$ cat config.mk
export PLATFORM = sky130hd
export DESIGN_NAME = muldiv_unit
export DESIGN_NICKNAME = d
export VERILOG_FILES = /design/src/rtl/muldiv_unit.sv
export SDC_FILE = /design/constraint.sdc
export NUM_CORES = 1
export LEC_CHECK = 0
export BUFFER_PORTS_ARGS = -buffer_cell sky130_fd_sc_hd__buf_4
export CAP_MARGIN = 10
export CORE_MARGIN = 2
export CORE_UTILIZATION = 35
export CTS_BUF_LIST = sky130_fd_sc_hd__clkbuf_8
export CTS_CLUSTER_DIAMETER = 40
export DETAILED_ROUTE_END_ITERATION = 10
export HOLD_SLACK_MARGIN = 0.12
export RECOVER_POWER = 25
export SYNTH_ARGS = -nofsm -noshare
export SYNTH_HDL_FRONTEND = slang
export SYNTH_SLANG_ARGS = --single-unit
$ cat constraint.sdc
create_clock -name clk -period 13.14 [get_ports clk]
set_input_delay 1.314 -clock clk [delete_from_list [all_inputs] [get_ports clk]]
set_output_delay 1.314 -clock clk [all_outputs]
set_load 0.02 [all_outputs]
$ cat src/rtl/muldiv_unit.sv
// muldiv_unit: iterative RV32M multiply/divide engine for the execute stage.
// One operation in flight; 32-step shift-add multiply or restoring divide,
// with a single-cycle fast path for divide-by-zero and signed overflow.
module muldiv_unit #(
  parameter int XLEN = 32
) (
  input  logic            clk,
  input  logic            rstn,
  input  logic            is_m,
  input  logic            is_d,
  input  logic [2:0]      funct3,
  input  logic [XLEN-1:0] src1,
  input  logic [XLEN-1:0] src2,
  input  logic            flush,
  output logic            fin,
  output logic            busy,
  output logic [XLEN-1:0] result
);

  typedef enum logic [1:0] {
    S_IDLE = 2'd0,
    S_RUN  = 2'd1,
    S_DONE = 2'd2
  } state_t;

  state_t      r_state;
  state_t      w_next_state;
  logic [2:0]  r_f3;
  logic [31:0] r_b;
  logic [63:0] r_prod;
  logic [4:0]  r_cnt;
  logic        r_neg;
  logic        r_neg_rem;
  logic [31:0] r_result;

  logic        w_start;
  logic        w_is_div;
  logic        w_a_sgn;
  logic        w_b_sgn;
  logic        w_a_neg;
  logic        w_b_neg;
  logic [31:0] w_a_mag;
  logic [31:0] w_b_mag;
  logic        w_div_zero;
  logic        w_div_ovf;
  logic        w_fast;
  logic [31:0] w_fast_val;
  logic [32:0] w_madd;
  logic [63:0] w_mul_next;
  logic        w_ge;
  logic [31:0] w_sub;
  logic [63:0] w_div_next;
  logic [63:0] w_iter;
  logic [63:0] w_prod_s;
  logic [31:0] w_quot;
  logic [31:0] w_rem;
  logic [31:0] w_final;

  // Start decode, operand sign handling and fast-path detection on live inputs
  always_comb begin
    w_start    = (is_m | is_d) & ~flush;
    w_is_div   = funct3[2];
    // mult: a signed unless MULHU, b signed for MUL/MULH; div: signed for DIV/REM
    w_a_sgn    = w_is_div ? ~funct3[0] : (funct3[1:0] != 2'b11);
    w_b_sgn    = w_is_div ? ~funct3[0] : ~funct3[1];
    w_a_neg    = w_a_sgn & src1[31];
    w_b_neg    = w_b_sgn & src2[31];
    w_a_mag    = w_a_neg ? (~src1 + 32'd1) : src1;
    w_b_mag    = w_b_neg ? (~src2 + 32'd1) : src2;
    w_div_zero = w_is_div & (src2 == 32'd0);
    w_div_ovf  = w_is_div & ~funct3[0] & (src1 == 32'h8000_0000) & (src2 == 32'hFFFF_FFFF);
    w_fast     = w_div_zero | w_div_ovf;
    if (w_div_zero) begin
      w_fast_val = funct3[1] ? src1 : 32'hFFFF_FFFF;
    end else begin
      w_fast_val = funct3[1] ? 32'd0 : 32'h8000_0000;
    end
  end

  // One iteration step: r_prod holds {acc, multiplier} or {remainder, quotient}
  always_comb begin
    w_madd     = {1'b0, r_prod[63:32]} + (r_prod[0] ? {1'b0, r_b} : 33'd0);
    w_mul_next = {w_madd, r_prod[31:1]};
    // the shifted partial remainder is 33 bits; its low 32 bits of the
    // difference are exact whenever the subtraction does not borrow
    w_ge       = ({1'b0, r_prod[63:31]} >= {2'b00, r_b});
    w_sub      = r_prod[62:31] - r_b;
    if (w_ge) begin
      w_div_next = {w_sub, r_prod[30:0], 1'b1};
    end else begin
      w_div_next = {r_prod[62:0], 1'b0};
    end
    w_iter     = r_f3[2] ? w_div_next : w_mul_next;
  end

  // Sign correction and result selection from the final iteration value
  always_comb begin
    w_prod_s = r_neg ? (~w_iter + 64'd1) : w_iter;
    w_quot   = r_neg ? (~w_iter[31:0] + 32'd1) : w_iter[31:0];
    w_rem    = r_neg_rem ? (~w_iter[63:32] + 32'd1) : w_iter[63:32];
    case (r_f3)
      3'b000:  w_final = w_prod_s[31:0];
      3'b001,
      3'b010,
      3'b011:  w_final = w_prod_s[63:32];
      3'b100,
      3'b101:  w_final = w_quot;
      3'b110,
      3'b111:  w_final = w_rem;
      default: w_final = 32'd0;
    endcase
  end

  // Next-state logic; a request seen in DONE belongs to the finishing instruction
  always_comb begin
    w_next_state = r_state;
    case (r_state)
      S_IDLE: begin
        if (w_start) begin
          w_next_state = w_fast ? S_DONE : S_RUN;
        end else begin
          w_next_state = S_IDLE;
        end
      end
      S_RUN: begin
        if (flush) begin
          w_next_state = S_IDLE;
        end else if (r_cnt == 5'd0) begin
          w_next_state = S_DONE;
        end else begin
          w_next_state = S_RUN;
        end
      end
      S_DONE:  w_next_state = S_IDLE;
      default: w_next_state = S_IDLE;
    endcase
  end

  // State register
  always_ff @(posedge clk or negedge rstn) begin
    if (!rstn) begin
      r_state <= S_IDLE;
    end else begin
      r_state <= w_next_state;
    end
  end

  // Operand capture, iteration datapath, counter and result register
  always_ff @(posedge clk or negedge rstn) begin
    if (!rstn) begin
      r_f3      <= 3'd0;
      r_b       <= 32'd0;
      r_prod    <= 64'd0;
      r_cnt     <= 5'd0;
      r_neg     <= 1'b0;
      r_neg_rem <= 1'b0;
      r_result  <= 32'd0;
    end else begin
      case (r_state)
        S_IDLE: begin
          if (w_start) begin
            r_f3      <= funct3;
            r_b       <= w_b_mag;
            r_prod    <= {32'd0, w_a_mag};
            r_neg     <= w_a_neg ^ w_b_neg;
            r_neg_rem <= w_a_neg;
            if (w_fast) begin
              r_result <= w_fast_val;
            end else begin
              r_cnt <= 5'd31;
            end
          end
        end
        S_RUN: begin
          if (!flush) begin
            r_prod <= w_iter;
            if (r_cnt == 5'd0) begin
              r_result <= w_final;
            end else begin
              r_cnt <= r_cnt - 5'd1;
            end
          end
        end
        default: begin
        end
      endcase
    end
  end

  assign fin    = (r_state == S_DONE);
  assign busy   = (r_state == S_RUN);
  assign result = r_result;

endmodule

# == Word level (Yosys, flattened, before mapping) ==
# Index checks and enable logic that the tools add are counted.
# totals
register_bits,140
input_bits,72
out_inout_bits,34
word_cells,97
# classes
addsub,8
magnitude_cmp,1
n_eq_ne,18
n_mux,32
bitwise_logic,18
reduce_logical,12
# op_table
operator,n
$mux W32,12
$mux W64,5
$add A32 B1 Y32 const B,4
$not A32 Y32,4
$pmux W32 S4,1
$pmux W64 S2,1
$add A64 B1 Y64 const B,1
$eq A32 B32 Y1 const B,2
$not A64 Y64,1
$pmux W32 S2,1
$add A32 B32 Y33,1
$ge A33 B32 Y1,1
$logic_not A32 Y1,1
$sub A32 B32 Y32,1
$mux W5,4
$eq A3 B3 Y1 const B,4
$ne A2 B2 Y1 const B,6
$pmux W5 S2,1
$reduce_and A5 Y1,2
$mux W2,4
$and A1 B1 Y1,7
$eq A3 B2 Y1 const B,2
$logic_not A5 Y1,1
$sub A5 B1 Y5 const B,1
16 further kinds,21

# == Logic depth before layout (Yosys ltp) ==
# Gate-level depths: netlist of the first run.
# logic_depth
word_depth,10
ltp_mapped,24
depth_no_buf,21

# == Worst setup path before layout of the first run ==
# OpenSTA, ideal clock, no wires.
# synth_path
path_kind,register -> register
from,register r_f3[2]
to,"register r_result[6], in the netlist result[6]"
arrival_time_ns,4.803
required_time_ns,13.058
slack_ns,8.255
path_stages_with_launch,21
n_path_buf,9
period_less_slack_ns,4.885
path_cell_list,dfrtp_1 -> clkbuf_1 -> buf_2 -> buf_1 -> buf_2 -> buf_2 -> buf_2 -> buf_1 -> clkbuf_1 -> mux2i_1 -> ha_1 -> nand2_1 -> nor3_1 -> nand4_1 -> nand2b_1 -> clkbuf_1 -> o21ai_0 -> nor2b_1 -> o21ai_0 -> a31o_2 -> a31oi_1
# synth_between
elab_chain_cells,8
# synth_lines
element,line_no,text
"start, declared",28,logic [2:0] r_f3;
"start signal, assigned",162,r_f3 <= funct3;
$mux W64,93,w_iter = r_f3[2] ? w_div_next : w_mul_next;
$not A64 Y64 (tied with other cells),98,w_prod_s = r_neg ? (~w_iter + 64'd1) : w_iter;
$add A64 B1 Y64 (tied with other cells),98,
$mux W64 (tied with other cells),98,
$pmux W32 S4 *,101,case (r_f3)
$mux W32 *,177,if (r_cnt == 5'd0) begin
$mux W32 *,175,if (!flush) begin
$pmux W32 S2 *,159,case (r_state)
"end signal, assigned",168,r_result <= w_fast_val;
"end signal, assigned",178,r_result <= w_final;
"end, declared",34,logic [31:0] r_result;
# Mark *: on every way between the ends. The rest lies on a longest branch, timed or not. The select of a mux whose other input is x is not followed.
# A chain may end at the register's enable or synchronous reset.

# == Worst setup path in the final report of the first run ==
# layout_path
from,register r_prod[57]
to,"register r_result[20], in the netlist result[20]"
# layout_between
elab_chain_cells,10
# layout_lines
element,line_no,text
"start, declared",30,logic [63:0] r_prod;
"start signal, assigned",164,"r_prod <= {32'd0, w_a_mag};"
"start signal, assigned",176,r_prod <= w_iter;
$ge A33 B32 Y1 *,86,"w_ge = ({1'b0, r_prod[63:31]} >= {2'b00, r_b});"
$mux W64 *,88,if (w_ge) begin
$mux W64 *,93,
$not A64 Y64 (tied with other cells),98,
$add A64 B1 Y64 (tied with other cells),98,
$mux W64 (tied with other cells),98,
$pmux W32 S4 *,101,
$mux W32 *,177,
$mux W32 *,175,
$pmux W32 S2 *,159,
# Marked as above.

==> results.py, run 1 <==
metrics = {
    "clock_network": {
        "ctsHoldBuffers": 0,
        "postCtsSetupRepairBufs": 0,
        "postCtsResizedCells": 0,
        "clock-sinks": 140,
        "cts_tree": "built",
        "htreeDepth": 4,
        "clkTransAtPathRegs_ps": 110,
        "clock_path_buffers": 2,
        "cts_buffers": 17,
        "clk_latency_ps": 540,
        "cts-root-buf": "clkbuf_8",
    },
    "die": {
        "core_area_um2": 43100,
        "chipHeight_um": 213,
        "io_pins": 106,
        "initial_utilization": 0.354,
        "num_rows": 76,
        "chipWidth_um": 213,
        "die-area_um2": 45200,
    },
    "routing": {
        "wl_per_cell_um": 22.7,
        "ant_nets": 0,
        "drc_errors": 0,
        "viasPerCell": 6.02,
        "drt-total-wl_um": 61500,
        "firstDrtPassIters": 6,
        "dr_total_vias": 16274,
        "drt-initial-drc-count": 1607,
    },
    "sta": {
        "rsz0062_at_grt": "no",
        "finalSetupTns_ps": 0,
        "fmax_mhz": 176,
        "period_share": 0.433,
        "hold_slack_ps": 494,
        "fin_worst_skew_ps": 24.9,
        "min_period_ps": 5680,
        "finalMaxSlewViolations": 101,
        "hold_viol": 0,
        "worst_pin_slew_ps": 4020,
        "max_slew_margin": -1.68,
        "setup_viol": 0,
    },
    "synth": {
        "yosysWarnings": 0,
        "syn_nets": 2214,
        "synth_async_sr_flop_share": 1.00,
        "ys_seq_area_frac": 0.230,
        "synth_cell_types": 103,
        "yosysMostFrequentCell": "nand2_1",
        "synth_commonest_cells": "219 x nand2_1, 212 x a21oi_1, 211 x nor2_1",
        "syn_area_per_cell_um2": 7.36,
        "synth_area_um2": 15200,
        "ys_seq_elements": 140,
        "synth_top_area_cell": "dfrtp_1",
        "synth.area.top_cells": "dfrtp_1 23%, a21oi_1 7.0%, o21ai_0 6.4%",
        "syn_inst": 2070,
        "synth_top_area_frac": 0.230,
        "synth_edf_count": 0,
        "synth_flop_cell": "dfrtp_1",
    },
    "hold_path": {
        "whs_path_depth": 2,
        "hold_path_class": "reg -> reg",
    },
    "outcome": {
        "outcome": "finished, violations left",
        "violations": "capacitance limit, slew limit",
    },
    "global_route": {
        "grt_overflow_total": 0,
        "grt_pass1_vias": 15488,
        "grt_max_degree": 98,
        "grt_pass1_wl_um": 93400,
        "grt.total_usage": 0.273,
        "antenna_found_initial": 0,
    },
    "pwr": {
        "p_leak_nw": 7.07,
        "power_density_nw_per_um2": 158,
        "peakVddDrop_uv": 58.1,
        "power_mw": 2.68,
    },
    "job": {
        "maxCapViolations": 2,
    },
    "layout": {
        "drive_gt1_frac": 0.105,
        "areaGrowthSynthToFinish_pct": 11.3,
        "finish.net_count": 2248,
    },
    "placed_design": {
        "place_congestion": 0.949,
        "dp_hpwl_um": 46900,
        "port_buffers": 105,
    },
    "worst_setup_path": {
        "worst_setup_path_start_kind": "register",
        "crit_top_cell": "a21oi_1",
        "required_ps": 13570,
        "cp_cell_sequence": "ha_1 > a21oi_1 > o21ai_0 > a21oi_1 > and3_1 > buf_4 > a21oi_2 > a21oi_1 > ha_1 > nand2_1 > nor3_1 > nand4_1 > nand2b_1 > nand2_1 > o211a_1 > nor4b_1 > a31oi_1 > xnor2_1 > nor2_1 > a21oi_1 > o21ai_0",
        "worstPathArrival_ps": 6110,
        "cpPeakStageDelay_ps": 550,
        "r2r_cells": 21,
        "crit_type": "reg -> reg",
        "slowest_stage": "nand2b_1",
        "end_kind": "register",
        "crit_fanout": 16,
    },
}
==> logic make-up (layout without fill, tap and decap cells) <==
group / after synthesis / count (layout) / share of synthesized area
AO/OA/AOI/OAI: 732 / 732 / 0.306
XOR/XNOR: 156 / 156 / 0.0896
adder cells (fa/ha/maj): 72 / 72 / 0.0601
buffers and inverters: 190 / 237 / 0.0493
flip-flops: 140 / 140 / 0.230
multiplexers: 51 / 51 / 0.0350
other: 0 / 1 / 0
AND/OR/NAND/NOR: 729 / 729 / 0.230
==> routing by layer <==
metal,vias up,part of all wire,track usage
li1,7623,-,-
met1,7869,0.43,0.363
met2,659,0.45,0.427
met3,123,0.073,0.0543
met4,0,0.041,0.124
met5,-,0,0
==> report_power, final <==
part / internal [mW] / total, mW / switching [mW]
combinational: 0.578 / 1.65 / 1.07
sequential: 0.505 / 0.612 / 0.107
clock: 0.203 / 0.419 / 0.216
==> layout make-up <==
type | instances | area [um^2]
clock buffer | 19 | 262
timing repair buffer | 130 | 968
fill | 4414 | 26100
multi-input combinational | 1740 | 11000
sequential | 140 | 3510
antenna | 1 | 2.50
inverter | 75 | 282
tap | 585 | 732
clock inverter | 13 | 181
==> metrics by stage <==
stage	cells	area (um^2)	setup slack (ps)	util
after floorplan	2070	15200	8250	-
after global placement	2670	16500	7380	0.384
after detailed placement	2670	16500	7340	0.384
after CTS	2702	17000	7620	0.394
after global routing	2702	17000	6740	0.394
final	2703	17000	7460	0.394
==> critical path: cells and delay by family (launching register included) <==
| family | cells | cell delay (ps) |
|---|---|---|
| xor+xnor | 1 | 280 |
| flops | 1 | 440 |
| fa+ha+maj | 2 | 660 |
| simple gates | 8 | 2120 |
| buf+inv | 1 | 260 |
| compound gates | 9 | 1830 |
==> cell usage in the layout (no fill, tap or decap), types with 19 or more instances in the layout <==
cell,instances
nor2_1,210
nand4_1,29
o211ai_1,20
a21oi_1,211
a21o_1,27
nor3_1,48
nand2b_1,24
clkbuf_8,19
inv_1,75
nand3_1,40
a31oi_1,36
mux2i_1,32
o21a_1,22
nand2_1,219
ha_1,70
o21ai_0,196
xnor2_1,86
buf_4,128
and2_1,43
xor2_1,70
o31ai_1,38
dfrtp_1,139
==> path summary, 6_finish.rpt <==
path                            startpoint    endpoint  slack, ps
max in group asynchronous             rstn     r_b[27]       7530
worst min register to register   result[1]   result[1]        490
worst max register to register  r_prod[57]  result[20]       7460
min in group asynchronous             rstn  r_prod[46]       2200
worst min-delay path             result[1]   result[1]        490
worst max-delay path            r_prod[57]  result[20]       7460
==> flip-flops by register name, summed over array words and instances (netlist names) <==
register	cells
r_f3	3
r_neg_rem	1
r_prod	64
r_neg	1
r_state	2
r_cnt	5
result	32
r_b	32
No activity file was read; power rests on OpenSTA's default activity.
==> run 2: changes to the inputs <==
==> constraint.sdc (replaced) <==
create_clock -name clk -period 4.6 [get_ports clk]
set_input_delay 0.46 -clock clk [delete_from_list [all_inputs] [get_ports clk]]
set_output_delay 0.46 -clock clk [all_outputs]
set_load 0.02 [all_outputs]
==> run 2 against run 1 <==
  * The flow still finishes with violations (capacitance limit, slew limit)
  * Combinational power increased to 3.6 times the previous value
  * Highest routed layer unchanged
  * Clock-buffer cell count decreased by 2
  * Critical endpoint is now result[7]
  * Worst setup slack got worse by 7300 ps
  * Utilization increased by 4.8 points
  * Clock power increased to 2.5 times the previous value
  * Cell count increased by 9.1%
  * Critical path type unchanged
  * Global-route usage increased by 1.9 points
  * Via count increased by 7.2%
  * Power increased to 3.2 times the previous value
  * Wire length increased by 7.1%
  * Register-to-register slack got worse by 7300 ps
==> results.py, run 2 (same netlist as run 1, synthesis figures left out) <==
metrics = {
    "sta": {
        "period_share": 0.972,
        "min_period_ps": 4470,
        "setup_viol": 0,
        "fin_worst_skew_ps": 20.8,
        "hold_viol": 0,
        "max_slew_margin": -0.413,
        "finalSetupTns_ps": 0,
        "fmax_mhz": 224,
        "worst_pin_slew_ps": 2120,
        "hold_slack_ps": 231,
        "finalMaxSlewViolations": 72,
    },
    "pwr": {
        "p_int_mw": 4.40,
        "peakVddDrop_uv": 193,
        "power_mw": 8.67,
        "pwr-share-comb": 0.683,
        "p_leak_nw": 8.26,
        "netSwitchingFraction": 0.493,
        "seqPwrFrac": 0.194,
        "switching_power_mw": 4.27,
        "power_density_nw_per_um2": 455,
        "pwr-share-clk": 0.123,
    },
    "worst_setup_path": {
        "critical_path_buf_inv_count": 2,
        "end_kind": "register",
        "cpPeakStageDelay_ps": 500,
        "crit_fanout": 6,
        "required_ps": 5080,
        "slowest_stage": "or4_1",
        "worst_setup_path_start_kind": "register",
        "path_delay_family": "compound AO/OA/AOI/OAI gates",
        "cp_cell_sequence": "inv_1 > ha_1 > a21oi_4 > o221ai_2 > and2_2 > o311a_2 > buf_4 > or4_1 > a211o_1 > or2_1 > and2_1 > nand2b_1 > xnor2_2 > a21oi_1 > o211ai_1 > o21a_1",
        "worstPathArrival_ps": 4960,
        "crit_type": "reg -> reg",
    },
    "routing": {
        "drt-total-wl_um": 65900,
        "drc_errors": 0,
        "wl_per_cell_um": 22.3,
        "firstDrtPassIters": 6,
        "ant_nets": 0,
        "drt-initial-drc-count": 1823,
        "viasPerCell": 5.92,
        "dr_total_vias": 17445,
    },
    "global_route": {
        "grt_max_degree": 98,
        "grt.total_usage": 0.292,
        "grt_pass1_wl_um": 99200,
        "antenna_found_initial": 0,
        "grt_overflow_total": 0,
        "grt_pass1_vias": 16540,
    },
    "placed_design": {
        "place_area_um2": 18400,
        "dp_hpwl_um": 52600,
        "place_congestion": 0.987,
        "port_buffers": 105,
    },
    "outcome": {
        "outcome": "finished, violations left",
        "violations": "capacitance limit, slew limit",
    },
    "clock_network": {
        "clk_latency_ps": 540,
        "cts_tree": "built",
        "clock_path_buffers": 2,
        "cts-root-buf": "clkbuf_8",
        "clkTransAtPathRegs_ps": 100,
        "clock-sinks": 140,
        "htreeDepth": 4,
        "cts_buffers": 17,
    },
    "layout": {
        "areaGrowthSynthToFinish_pct": 24.9,
        "antenna_cells": 0,
        "largest_register_ffs": 64,
        "top_register": "r_prod",
        "layout_common_cells": "360 x buf_4, 218 x nand2_1, 209 x nor2_1, 205 x a21oi_1, 193 x o21ai_0",
        "post-route-util": 0.442,
        "final_common_cell": "buf_4",
        "drive_gt1_frac": 0.211,
        "final_area_um2": 19000,
        "n_fill_cell": 4426,
        "finish.net_count": 2495,
    },
    "job": {
        "maxCapViolations": 1,
    },
    "die": {
        "die-area_um2": 45200,
        "num_rows": 76,
        "core_area_um2": 43100,
        "chipHeight_um": 213,
        "io_pins": 106,
        "chipWidth_um": 213,
        "initial_utilization": 0.354,
    },
    "hold_path": {
        "hold_path_class": "in -> reg",
    },
}
-- run 2: area by class of cell --
class / instances / area [um^2] / share of cell area
tap: 585 / 732 / 0.0384
multi-input combinational: 1740 / 11300 / 0.592
clock inverter: 14 / 148 / 0.00776
inverter: 75 / 282 / 0.0148
sequential: 140 / 3510 / 0.184
timing repair buffer: 377 / 2870 / 0.151
clock buffer: 17 / 234 / 0.0123
-- run 2: layer usage --
metal | vias up | track usage | wire length [um]
li1 | 8125 | - | -
met1 | 8470 | 0.401 | 29100
met2 | 724 | 0.445 | 28900
met3 | 126 | 0.0515 | 4890
met4 | 0 | 0.132 | 3020
met5 | - | 0 | 0
-- run 2: what timing repair did --
action                     4_1_cts  5_1_grt
resized for setup                1       50
hold buffers                     1        0
hold endpoints to repair        69        0
setup buffers                    0        5
pin swaps                        0        8
setup endpoints to repair        1       31
-- run 2: metrics by stage --
step / std cells / setup WS [ps]
6_report: 2948 / 129
5_1_grt: 2948 / -36.6
4_1_cts: 2943 / 1.95
3_5_place_dp: 2911 / -22.5
3_3_place_gp: 2911 / 12.0
2_1_floorplan: 2070 / 108
-- run 2: path summary, 6_finish.rpt --
| path | end | cells past startpoint | start | slack, ps |
|---|---|---|---|---|
| setup / recovery | result[7] | 16 | r_b[6] | 130 |
| hold / removal | r_state[0] | 2 | flush | 230 |
| setup reg to reg | result[7] | 16 | r_b[6] | 130 |
| hold reg to reg | result[0] | 2 | result[0] | 490 |
| max in group asynchronous | r_f3[2] | 2 | rstn | 2000 |
| min in group asynchronous | r_b[7] | 2 | rstn | 1070 |
-- run 2: worst reg2reg max path: stages (launching register included) --
cell and delay, ps:
dfrtp_1 380, inv_1 50, ha_1 340, a21oi_4 220
o221ai_2 140, and2_2 230, o311a_2 440, buf_4 180
or4_1 500, a211o_1 360, or2_1 320, and2_1 220
nand2b_1 210, xnor2_2 210, a21oi_1 120, o211ai_1 350
o21a_1 170
-- run 2: power by group through the flow --
stage	combinational (mW)	sequential (mW)	clock (mW)
5_1_grt	6.39	1.71	1.13
6_report	5.92	1.69	1.06
2_1_floorplan	3.29	1.65	0
4_1_cts	5.68	1.68	1.09
3_5_place_dp	5.65	1.70	0
3_3_place_gp	5.61	1.70	0
